$ cat src/rtl/mot_pwm_gen.sv
// Four-channel DC motor PWM / H-bridge drive stage: shared prescaled period counter,
// per-motor duty shadows loaded at period wrap, dead-time coast FSM and brake override.
module mot_pwm_gen #(
  parameter int PRESCALE = 4,
  parameter int DEADTIME = 16
) (
  input  logic        SYS_CLK,
  input  logic        SYS_RST,
  input  logic [11:0] mot_duty0,
  input  logic [11:0] mot_duty1,
  input  logic [11:0] mot_duty2,
  input  logic [11:0] mot_duty3,
  input  logic [7:0]  mot_drive_code,
  input  logic [4:0]  mot_allstop,
  output logic [3:0]  mot_out_a,
  output logic [3:0]  mot_out_b,
  output logic        pwm_sync
);

  localparam logic [11:0] PCNT_LAST = 12'd4094;
  localparam logic [7:0]  PRE_LAST  = 8'(PRESCALE - 1);
  localparam logic [7:0]  DT_LOAD   = 8'(DEADTIME - 1);

  typedef enum logic {ST_RUN, ST_DEAD} state_t;

  logic [7:0]  pre_cnt_q;
  logic [11:0] pcnt_q;
  logic        sync_q;
  logic [4:0]  stop_q;
  logic        tick;
  logic        wrap;
  logic [11:0] duty_in [4];

  assign duty_in[0] = mot_duty0;
  assign duty_in[1] = mot_duty1;
  assign duty_in[2] = mot_duty2;
  assign duty_in[3] = mot_duty3;

  assign tick     = (pre_cnt_q == PRE_LAST);
  assign wrap     = tick && (pcnt_q == PCNT_LAST);
  assign pwm_sync = sync_q;

  // Period is 4095 ticks so that a duty of 4095 never drops low.
  always_ff @(posedge SYS_CLK) begin
    if (SYS_RST) begin
      pre_cnt_q <= 8'd0;
      pcnt_q    <= 12'd0;
      sync_q    <= 1'b0;
      stop_q    <= 5'd0;
    end else begin
      pre_cnt_q <= tick ? 8'd0 : pre_cnt_q + 8'd1;
      if (tick) begin
        pcnt_q <= wrap ? 12'd0 : pcnt_q + 12'd1;
      end
      sync_q <= wrap;
      stop_q <= mot_allstop;
    end
  end

  for (genvar gi = 0; gi < 4; gi++) begin : g_motor
    logic [11:0] shadow_q;
    state_t      state_q;
    logic [1:0]  act_q;
    logic [7:0]  dt_q;
    logic        a_q;
    logic        b_q;
    logic        a_d;
    logic        b_d;
    logic        pwm;
    logic [1:0]  code_in;

    assign code_in = mot_drive_code[2*gi +: 2];
    assign pwm     = (pcnt_q < shadow_q);

    always_comb begin
      a_d = 1'b0;
      b_d = 1'b0;
      case (act_q)
        2'b01:   a_d = pwm;
        2'b10:   b_d = pwm;
        2'b11: begin
          a_d = 1'b1;
          b_d = 1'b1;
        end
        default: ;
      endcase
      if (stop_q[4] || stop_q[gi]) begin
        a_d = 1'b1;
        b_d = 1'b1;
      end
    end

    // The input slice is only sampled again at dead-time expiry; any later
    // difference is caught by the next RUN cycle and starts a fresh coast.
    always_ff @(posedge SYS_CLK) begin
      if (SYS_RST) begin
        shadow_q <= 12'd0;
        state_q  <= ST_RUN;
        act_q    <= 2'b00;
        dt_q     <= 8'd0;
        a_q      <= 1'b0;
        b_q      <= 1'b0;
      end else begin
        if (wrap) begin
          shadow_q <= duty_in[gi];
        end
        case (state_q)
          ST_RUN: begin
            if (code_in != act_q) begin
              act_q   <= 2'b00;
              dt_q    <= DT_LOAD;
              state_q <= ST_DEAD;
            end
          end
          ST_DEAD: begin
            if (dt_q == 8'd0) begin
              act_q   <= code_in;
              state_q <= ST_RUN;
            end else begin
              dt_q <= dt_q - 8'd1;
            end
          end
          default: state_q <= ST_RUN;
        endcase
        a_q <= a_d;
        b_q <= b_d;
      end
    end

    assign mot_out_a[gi] = a_q;
    assign mot_out_b[gi] = b_q;
  end

endmodule

$ cat config.mk
export PLATFORM = sky130hd
export DESIGN_NAME = mot_pwm_gen
export DESIGN_NICKNAME = d
export VERILOG_FILES = /design/src/rtl/mot_pwm_gen.sv
export SDC_FILE = /design/constraint.sdc
export NUM_CORES = 1
export LEC_CHECK = 0
export BUFFER_PORTS_ARGS = -buffer_cell sky130_fd_sc_hd__buf_4
export CAP_MARGIN = 20
export CORE_ASPECT_RATIO = 1.4
export CORE_UTILIZATION = 55
export CTS_CLUSTER_DIAMETER = 200
export DETAILED_ROUTE_END_ITERATION = 7
export GPL_TIMING_DRIVEN = 0
export PLACE_DENSITY_LB_ADDON = 0.05
export SLEW_MARGIN = 0
export SYNTH_ARGS = -nofsm -noshare
export SYNTH_HDL_FRONTEND = slang
export SYNTH_SLANG_ARGS = --single-unit
export TNS_END_PERCENT = 100
$ cat constraint.sdc
create_clock -name SYS_CLK -period 2.17 [get_ports SYS_CLK]
set_clock_uncertainty 0.05 [all_clocks]
set_input_delay 0.1085 -clock SYS_CLK [delete_from_list [all_inputs] [get_ports SYS_CLK]]
set_output_delay 0.1085 -clock SYS_CLK [all_outputs]
set_load 0.02 [all_outputs]
==> flow_metrics.tcl <==
set metrics [dict create \
    p_seq_frac 0.408 \
    fmax_ghz 0.478 \
    setup_tns_ns 0 \
    rsz0062_at_grt "false" \
    pwr-share-comb 0.134 \
    h-tree-depth 4 \
    crit_required_ns 2.39 \
    yosysTopAreaCell "dfxtp_1" \
    intPower_mw 4.66 \
    grtUsageTotal 0.299 \
    dp_hpwl_um 12400 \
    fillers 904 \
    instances_no_fill 1103 \
    max_slew_margin 0.538 \
    num-nets-final 1057 \
    post-synth-top-area-fraction 0.381 \
    finalCriticalPeriod_ns 2.09 \
    hp-start "SYS_RST" \
    p_per_area_nw_per_um2 718 \
    critPathCaptureType "flop" \
    p_sw_mw 1.53 \
    dp_cells 1004 \
    rows 47 \
    drive_above_1_share 0.159 \
    numCtsBuffers 17 \
    vias 6542 \
    reg2reg_slack_ns 0.08 \
    grt_pass1_wl_um 29200 \
    finalCritPeriodShare 0.963 \
    setup_violations 0 \
    pwr-share-clk 0.458 \
    hp-class "in -> reg" \
    seq_area_frac_synth 0.381 \
    holdPathStages 3 \
    r2r-end "g_motor[0].shadow_q[11]" \
    clk_pin_slew_ns 0.05 \
    maxCapViolCount 0 \
    p_sw_frac 0.247 \
    arrival_ns 2.31 \
    die_y_um 132 \
    dieWidth_um 94.7 \
    wire_per_inst_um 16.3 \
    synth_area_leaders "dfxtp_1 38%, ha_1 9.6%, a21oi_1 6.8%" \
    die_area_um2 12500 \
    initial_core_util 0.563 \
    antenna_found_initial 0 \
    core_um2 11800 \
    place.port_buffers 71 \
    syn_area_um2 6620 \
    path_class "reg -> reg" \
    synth_warnings 0 \
    cts_tree "built" \
    globalplace.congestion 0.883 \
    p_leak_nw 3.34 \
    r2r.worst_path.cells 8 \
    synth-edff-count 0 \
    synth.net_count 900 \
    whs_endpoint "stop_q[1]" \
    antenna_left 0 \
    status "completed" \
    insertion_delay_ns 0.42 \
    clock-root-buffer "clkbuf_16" \
    grt_pass1_vias 6474 \
    firstDrtPassIters 5 \
    synthCells 786 \
    drtIter0Drc 270 \
    drt-total-wl_um 18000 \
    drv_slew 0 \
    critPathLaunchType "flop" \
    hold_viol_final 0 \
    ys_ff_latch 126 \
    reg2reg_from "pcnt_q[0]" \
    io_pins 72 \
    area_delta_synth_final_pct 30.2 \
    grt_max_degree 17 \
    fin_util 0.733 \
    via_per_inst 5.93 \
    grt_overflow 0 \
    ys.flop_type "dfxtp_1" \
    cts.sinks 126 \
    peakVddDrop_uv 468 \
    drc_errors 0 \
    async_flop_share 0 \
    syn_area_per_cell_um2 8.42 \
    cts_buffer_depth 2 \
    crit_path_max_fanout 10 \
    n_antenna_cell 0 \
    tightest_slew_ns 0.693 \
    ys_types 54 \
]
## cell families after synthesis
kind of cell    synth area share
fa+ha+maj                 0.0964
xor+xnor                  0.0304
compound gates             0.195
mux                      0.00605
simple gates               0.226
buf+inv                   0.0654
flops                      0.381
## flip-flops by register name, indices dropped and copies added (netlist names)
signal,cells
g_motor.act_q,8
g_motor.b_q,4
pre_cnt_q,8
g_motor.dt_q,32
pwm_sync,1
stop_q,5
pcnt_q,12
g_motor.a_q,4
g_motor.shadow_q,48
g_motor.state_q,4
## metrics by stage
step / hold WS [ns] / instance area (µm²) / setup WS [ns] / total power, mW
after detailed placement: 0.277 / 7340 / -0.414 / 3.29
after global placement: 0.270 / 7340 / -0.389 / 3.26
after global routing: 0.258 / 8620 / 0.00400 / 6.41
after CTS: 0.225 / 8580 / 0.0128 / 6.20
final: 0.219 / 8620 / 0.0792 / 6.19
after floorplan: 0.187 / 6620 / 0.287 / 3.03
## synth_stat cells (6+ instances only)
cell	n
dfxtp_1	126
buf_4	8
nand2_1	20
or2_2	6
nand3b_1	14
or3b_2	6
xor2_1	16
nor2_1	28
nor2b_1	7
nor4_1	6
clkbuf_1	35
nand2b_1	11
nand4_1	14
or4_1	10
xnor2_1	7
nand3_1	80
o31ai_1	7
a21o_1	8
a211oi_1	11
ha_1	51
o2111ai_1	9
o21ai_0	59
inv_1	59
a31oi_1	8
nor3_1	13
a21oi_1	90
or3_1	11
## area by class of cell
cell class                      instances  area [µm²]  share of cell area
Buffer                                 47         234              0.0271
Clock buffer                           26         509              0.0591
Clock inverter                          6        80.1             0.00929
Inverter                               59         221              0.0257
Multi-Input combinational cell        554        3680               0.427
Sequential cell                       126        2530               0.293
Tap cell                              147         184              0.0213
Timing Repair Buffer                  138        1190               0.138
## what timing repair did
action,4_1_cts,5_1_grt
pin swaps,0,0
endpoints found under the hold margin,61,0
buffers inserted,4,2
endpoints found under the setup margin,67,57
resized for setup,9,23
hold buffers,61,0
## cells in the final DEF (no fill, tap or decap), drive strengths merged, types with 6 or more instances in the layout
cell type / synthesis / routed
a211oi: 11 / 11
a21o: 8 / 8
a21oi: 91 / 91
a31oi: 8 / 8
and2: 7 / 7
buf: 12 / 89
clkbuf: 35 / 61
dfxtp: 126 / 126
dlygate4sd3: 0 / 61
ha: 51 / 51
inv: 59 / 59
nand2: 20 / 20
nand2b: 11 / 11
nand3: 80 / 80
nand3b: 14 / 14
nand4: 14 / 14
nor2: 28 / 28
nor2b: 7 / 7
nor3: 14 / 14
nor4: 6 / 6
o2111ai: 9 / 9
o21ai: 59 / 59
o31ai: 7 / 7
or2: 6 / 6
or3: 11 / 11
or3b: 7 / 7
or4: 11 / 11
xnor2: 7 / 7
xor2: 16 / 16
## layer usage
layer / share of wire / vias up / GRT usage / wire, µm
met4: 0.033 / 0 / 0.128 / 595
met5: 0 / - / 0 / 0
li1: - / 3180 / - / -
met3: 0.047 / 54 / 0.0606 / 848
met2: 0.52 / 201 / 0.533 / 9320
met1: 0.40 / 3107 / 0.335 / 7210
## worst max-delay path, cell delays in order (launching register included)
cell and delay [ns]:
dfxtp_1 0.55, inv_1 0.12, ha_1 0.21, and2_1 0.17
nor2b_2 0.18, clkbuf_4 0.22, clkbuf_2 0.22, nand3_1 0.14
a21oi_1 0.08
## power by group through the flow
| stage | registers [mW] | logic, mW | clock network, mW |
|---|---|---|---|
| CTS | 2.53 | 0.818 | 2.86 |
| floorplan | 2.54 | 0.492 | 0 |
| finish | 2.53 | 0.828 | 2.83 |
| global placement | 2.57 | 0.689 | 0 |
| detailed placement | 2.57 | 0.717 | 0 |
| global route | 2.54 | 0.909 | 2.96 |
## worst max path at each step
| stage | depth (start not counted) | startpoint | endpoint | slack [ns] |
|---|---|---|---|---|
| after floorplan | 7 | pre_cnt_q[0] | g_motor[3].shadow_q[10] | 0.29 |
| after global placement | 7 | pcnt_q[1] | g_motor[0].shadow_q[11] | -0.39 |
| after detailed placement | 7 | pcnt_q[1] | g_motor[0].shadow_q[11] | -0.41 |
| after CTS | 8 | pre_cnt_q[0] | g_motor[0].shadow_q[11] | 0.01 |
| after global routing | 7 | pre_cnt_q[1] | pcnt_q[10] | 0.004 |
| final | 8 | pcnt_q[0] | g_motor[0].shadow_q[11] | 0.08 |
(Power assumes the default switching activity.)
